==> src/rtl/tdm_mux_nx1.sv <==
// tdm_mux_nx1: registered N:1 channel mux with manual select and round-robin auto-scan
module tdm_mux_nx1 #(
    parameter int N    = 10,
    parameter int W    = 1,
    parameter int SELW = 4,
    parameter int HOLD = 1
) (
    input  logic            clk,
    input  logic            rst,
    input  logic [N*W-1:0]  i,
    input  logic [SELW-1:0] s,
    input  logic            mode,
    input  logic            en,
    output logic [W-1:0]    y,
    output logic [SELW-1:0] ch,
    output logic            valid,
    output logic            err,
    output logic            sof
);
    localparam int DW = HOLD > 1 ? $clog2(HOLD) : 1;
    typedef enum logic [1:0] {MAN, SCAN, PAUSE} state_t;
    state_t state, state_n;
    logic [SELW-1:0] ptr, ptr_n, p, ch_n;
    logic [DW-1:0] dwell, dwell_n, d;
    logic [W-1:0] y_n, man_d, scan_d;
    logic valid_n, err_n, sof_n, s_ok;
    // Scan position is only meaningful in SCAN/PAUSE; entering from MAN restarts at channel 0.
    assign p = state == MAN ? '0 : ptr;
    assign d = state == MAN ? '0 : dwell;
    assign s_ok = {1'b0, s} < (SELW+1)'(N);
    always_comb begin
        man_d = '0;
        scan_d = '0;
        for (int k = 0; k < N; k++) begin
            if (s == SELW'(k)) man_d = i[k*W +: W];
            if (p == SELW'(k)) scan_d = i[k*W +: W];
        end
    end
    always_comb begin
        state_n = state;
        ptr_n = ptr;
        dwell_n = dwell;
        y_n = y;
        ch_n = ch;
        valid_n = 1'b0;
        err_n = 1'b0;
        sof_n = 1'b0;
        if (en && mode) begin
            state_n = SCAN;
            y_n = scan_d;
            ch_n = p;
            valid_n = 1'b1;
            sof_n = p == '0 && d == '0;
            dwell_n = d == DW'(HOLD-1) ? '0 : d + DW'(1);
            ptr_n = d != DW'(HOLD-1) ? p : p == SELW'(N-1) ? '0 : p + SELW'(1);
        end else if (en) begin
            state_n = MAN;
            y_n = s_ok ? man_d : '0;
            ch_n = s;
            valid_n = s_ok;
            err_n = !s_ok;
        end else if (state != MAN) begin
            state_n = PAUSE;
        end
    end
    always_ff @(posedge clk or posedge rst) begin
        if (rst) begin
            state <= MAN;
            ptr <= '0;
            dwell <= '0;
            y <= '0;
            ch <= '0;
            valid <= 1'b0;
            err <= 1'b0;
            sof <= 1'b0;
        end else begin
            state <= state_n;
            ptr <= ptr_n;
            dwell <= dwell_n;
            y <= y_n;
            ch <= ch_n;
            valid <= valid_n;
            err <= err_n;
            sof <= sof_n;
        end
    end
endmodule

==> config.mk <==
export PLATFORM = sky130hd
export DESIGN_NAME = tdm_mux_nx1
export DESIGN_NICKNAME = d
export VERILOG_FILES = /design/src/rtl/tdm_mux_nx1.sv
export SDC_FILE = /design/constraint.sdc
export NUM_CORES = 1
export LEC_CHECK = 0
export CAP_MARGIN = 5
export CORE_AREA = 2 2 49 51
export DETAILED_ROUTE_END_ITERATION = 16
export DIE_AREA = 0 0 51 53
export HOLD_SLACK_MARGIN = 0.05
export PLACE_DENSITY = 0.72
export SLEW_MARGIN = 0
export SYNTH_ARGS = -nofsm -noshare
export SYNTH_HDL_FRONTEND = slang
export SYNTH_SLANG_ARGS = --single-unit
==> constraint.sdc <==
create_clock -name clk -period 1.66 [get_ports clk]
set_input_delay 0.332 -clock clk [delete_from_list [all_inputs] [get_ports clk]]
set_output_delay 0.332 -clock clk [all_outputs]
set_load 0.01 [all_outputs]
* Yosys cells after proc, flatten, opt, wreduce, memory -nomap -nowiden
Cells that the tools add are included.
** Cells by class
- Reduce and logical (&&, ||, !) cells :: 9
- Bitwise logic cells :: 1
- Order comparisons :: 1
- Muxes and demuxes :: 38
- $add $sub $neg :: 2
- Equal/unequal tests :: 18
** Operators by type and width (count)
- $eq 4x3->1 const B :: 8
- $mux 1 :: 30
- $mux 4 :: 5
- $eq 4x2->1 const B :: 4
- $eq 4x4->1 const B :: 4
- $eq 4x1->1 const B :: 2
- $logic_not 4->1 :: 2
- $mux 2 :: 3
- $add 4x1->4 const B :: 1
- $lt 4x4->1 const B :: 1
- $reduce_bool 2->1 :: 2
- $reduce_bool 3->1 :: 1
- $logic_and 1x1->1 :: 2
- $logic_not 2->1 :: 1
- $add 1x1->1 const B :: 1
- $logic_not 1->1 :: 1
- $not 1->1 :: 1
** Storage, ports and cells
- Input bits :: 18
- Flip-flop bits (word level) :: 15
- Word-level logic and storage cells :: 77
- Output and inout bits :: 8

* Longest topological paths before layout
- Depth in word-level cells :: 14
- Depth in mapped cells :: 5

* Least setup slack after synthesis
Ideal clock, no wire load.
- Kind :: register -> register
- Start point :: register ptr[2]
- End point :: register y
- Data required time :: 1559 ps
- Data arrival time :: 1558 ps
- Setup slack :: 1 ps
- Clock period less this slack :: 1659 ps
- Path buffers :: 1
- Stages on the path, launching flop included :: 5
- Library setup time :: 101 ps
- Path through :: dfrtp_1 -> clkbuf_1 -> mux4_2 -> o31a_1 -> o311ai_2
** On the way
- Longest elaborated chain between the ends :: 13
** RTL lines
- start: declaration :: line 23 : logic [SELW-1:0] ptr, ptr_n, p, ch_n;
- start signal: assignment :: line 78 : ptr <= ptr_n;
- $mux 4 * :: line 28 : assign p = state == MAN ? '0 : ptr;
- $logic_not 4->1 :: line 36 : if (p == SELW'(k)) scan_d = i[k*W +: W];
- $mux 1 (9 in series) :: line 36
- $mux 1 * :: line 36
- $mux 1 * :: line 48 : if (en && mode) begin
- end signal: assignment :: line 80 : y <= y_n;
- end: declaration :: line 14 : output logic [W-1:0] y,
Every way passes the cells marked *; elsewhere a longest branch is shown, timed or not.
A chain may end at the register's enable or synchronous reset.

* Worst setup path in the final report
- Start point :: input i[3]
- End point :: register y
** On the way
- Longest elaborated chain between the ends :: 10
** RTL lines
- start: declaration :: line 10 : input logic [N*W-1:0] i,
- $mux 1 (7 in series) :: line 35 : if (s == SELW'(k)) man_d = i[k*W +: W];
- $mux 1 :: line 58 : y_n = s_ok ? man_d : '0;
- $mux 1 :: line 56 : end else if (en) begin
- $mux 1 * :: line 48
Every way passes the cells marked *; elsewhere a longest branch is shown, timed or not. The select of a mux whose other input is x is not followed.

==> key figures <==
STA
  • Worst-Margin Slew: 0.526 ns
  • Final setup fails: 0
  • Slew HR: 0.649
  • Final Hold Vio Count: 0
  • Worst clock skew: 0.00269 ns
  • Slew Viols, Final: 0
  • Fmax: 606 MHz
  • Tmin final: ~1.7 ns
  • RSZ-0062 raised after global routing: false
  • Period utilization: 0.995
  • Post-route setup slack: 0.00905 ns

Logic synthesis
  • Post-synthesis sequential area ratio: 0.406
  • Synthesized instance count: 94
  • Simple-gate share of the synthesized area: 0.228
  • Leading area contributor after synthesis: dfrtp_1
  • Main combinational cell family by area after synthesis: simple AND/OR/NAND/NOR gates
  • Yosys synthesis warning count: 0
  • Top cell type's share of synthesized area: 0.406
  • Mapped Nets: 112
  • Adder-cell share of the synthesized area: 0
  • Compound-Gate Fraction of Synth Area: 0.189
  • Synth area leaders: dfrtp_1 41%, mux4_2 7.8%, mux2i_1 4.6%, nor2_1 4.4%, nor2b_1 4.4%
  • Yosys reg bits: 14
  • Synth Area in XOR/XNOR: 0
  • Post-Syn Area: 862 µm²
  • Mux contribution to synthesized area: 0.125
  • Avg Cell Area, Syn: between 9 and 10 µm²
  • Post-synthesis cell type count: 28

Place
  • Placed cell areas: 0.00122 mm²
  • Port Buffer Count: 25
  • Dpl ws: -0.316 ns
  • Final GP Congestion: 0.833
  • Final HPWL DP: 1.69 mm

Setup path
  • CP max FO: 2
  • CP max-delay cell: clkdlybuf4s50_1
  • R2R depth: 4
  • Slowest cell delay on critical path: 0.48 ns
  • Reg-to-reg slack, setup: 0.04 ns
  • Kind of critical path: input port to flip-flop
  • CP startpoint kind: input port
  • R2r endpoint: y$_DFFE_PP0N_
  • CP Cell Sequence: clkdlybuf4s50_1 -> mux2i_1 -> mux4_2 -> o31a_1 -> o311ai_2
  • Setup crit end kind: flip-flop
  • Worst path required time: 1.84 ns
  • RR Startpoint: ptr[1]$_DFFE_PP0P_
  • WP data arrival: between 1.5 and 2 ns

Global routing
  • Antenna violations before repair: 0
  • Grt ovf: 0
  • Vias in the first global route: 785
  • First-pass GRT wire length: roughly 3.3 mm
  • Largest net degree at the start of global routing: 15
  • Global-route usage over all layers: 0.174

Detailed routing
  • Uppermost layer routed: met4
  • DRC violations left: 0
  • Final ANT Viol Nets: 0
  • Wire length per cell: 13.2 µm
  • Met2 Wirelength: 1.05 mm
  • Final WL: between 2 and 2.5 mm
  • Via count: 832
  • Met3 wire len: 137 µm
  • DRT Pass-1 Iters: 4
  • DRT iter0 DRCs: 27
  • WL met1: 833 µm
  • Avg Vias per Cell: 5.27

Final layout
  • Area of the multi-input gates: 467 µm²
  • Most frequent cells in the layout: 24 x clkdlybuf4s50_1, 14 x dfrtp_1, 14 x buf_4, 10 x nor2_1, 7 x a21oi_1
  • Layout cell share with drive strength beyond 1: 0.200
  • Fin nets: 149
  • Most common cell after layout, fill and taps aside: clkdlybuf4s50_1
  • Ant diodes: 0
  • FF+latch area: 350 µm²
  • Cell area after layout: approximately 0.0013 mm²
  • Fillers: 194
  • Area growth from synthesis to layout: 45.9%

CTS
  • Clock tree buffer depth: 2
  • TritonCTS clock tree: yes
  • CTS Buf Count: 3
  • Hold buffer count at cts: 0
  • Root Buffer: clkbuf_4
  • Worst skew pair latency: 0.27 ns
  • Postcts setup bufs: 0
  • Worst-path clk slew: 0.08 ns
  • Number of clock sinks: 14
  • H-tree lvl count: 1

Floorplan
  • Die width: 51 µm
  • Die area: 0.00270 mm²
  • Row count: 17
  • Die Height: between 50 and 60 µm
  • Starting Density: 0.401
  • Core area: 0.00215 mm²
  • Io pins: 26

Power and ir drop
  • Peak supply drop: 0.000678 V
  • Pwr Density: 993 mW/mm²
  • Pleak: 0.536 nW

Run status
  • Status: completed

Min path
  • Worst min-delay path class: input port to async pin

Job
  • Max_cap viols: 0
==> synth_stat cells <==
cell	instances
a21oi_1	7
a22oi_1	1
a31oi_1	4
buf_6	1
clkbuf_1	6
dfrtp_1	14
inv_1	3
mux2i_1	4
mux4_2	3
nand2_1	6
nand2b_1	4
nand3_1	2
nor2_1	10
nor2_2	1
nor2b_1	6
nor2b_2	1
nor3_1	1
nor3b_1	2
nor4bb_1	1
o21a_1	1
o21ai_0	6
o21ai_1	3
o311a_1	1
o311ai_2	1
o31a_1	1
o31ai_1	1
or2_2	2
or3_1	1
==> power breakdown <==
| group | switching (mW) | total (mW) | internal (mW) |
|---|---|---|---|
| logic | 0.236 | 0.525 | 0.289 |
| registers | 0.0823 | 0.487 | 0.405 |
| clock network | 0.104 | 0.237 | 0.133 |
| total | 0.421 | 1.25 | 0.827 |
==> registers in the layout, summed over array words and instances (netlist names) <==
name	count
err	1
state	2
ch	4
sof	1
valid	1
ptr	4
y	1
==> what timing repair did <==
item	CTS	global route
endpoints found under the setup margin	1	1
gates resized for setup	0	1
gates cloned	0	0
pin swaps	1	0
==> cell families after synthesis <==
family | count (synthesis)
AND/OR/NAND/NOR | 37
AO/OA/AOI/OAI | 26
flip-flops | 14
buffers and inverters | 10
multiplexers | 7
==> worst max-delay path, delay by kind of cell <==
| family | cells | cell delay [ns] |
|---|---|---|
| compound gates | 2 | 0.46 |
| mux | 2 | 0.56 |
| buf+inv | 1 | 0.48 |
==> worst max path at each step <==
stage,depth (start not counted),to,startpoint
final,5,y$_DFFE_PP0N_,i[3]
after global routing,4,y$_DFFE_PP0N_,ptr[1]$_DFFE_PP0P_
after CTS,5,y$_DFFE_PP0N_,s[0]
after detailed placement,5,y$_DFFE_PP0N_,i[3]
after global placement,5,y$_DFFE_PP0N_,s[0]
after floorplan,4,y$_DFFE_PP0N_,ptr[2]$_DFFE_PP0P_
==> stage by stage <==
step	cells	TNS [ns]	util	hold WS (ns)	power (mW)
floorplan	94	0	-	0.221	0.818
finish	158	0	0.585	0.395	1.25
detailed placement	154	-0.316	0.567	0.517	1.02
global route	158	0	0.585	0.416	1.34
global placement	154	-0.276	0.567	0.507	0.992
CTS	158	0	0.584	0.411	1.26
==> layer usage <==
metal,track usage,vias up
li1,-,409
met1,0.194,380
met2,0.277,35
met3,0.0621,8
met4,0.117,0
met5,0,-
==> cell type report <==
type                       count  area share
multi-input combinational     70       0.371
timing repair buffer          39       0.285
sequential                    14       0.279
clock buffer                   4      0.0289
tap                           28      0.0279
inverter                       3     0.00896
Note: power is estimated with default switching activity, not from simulation.
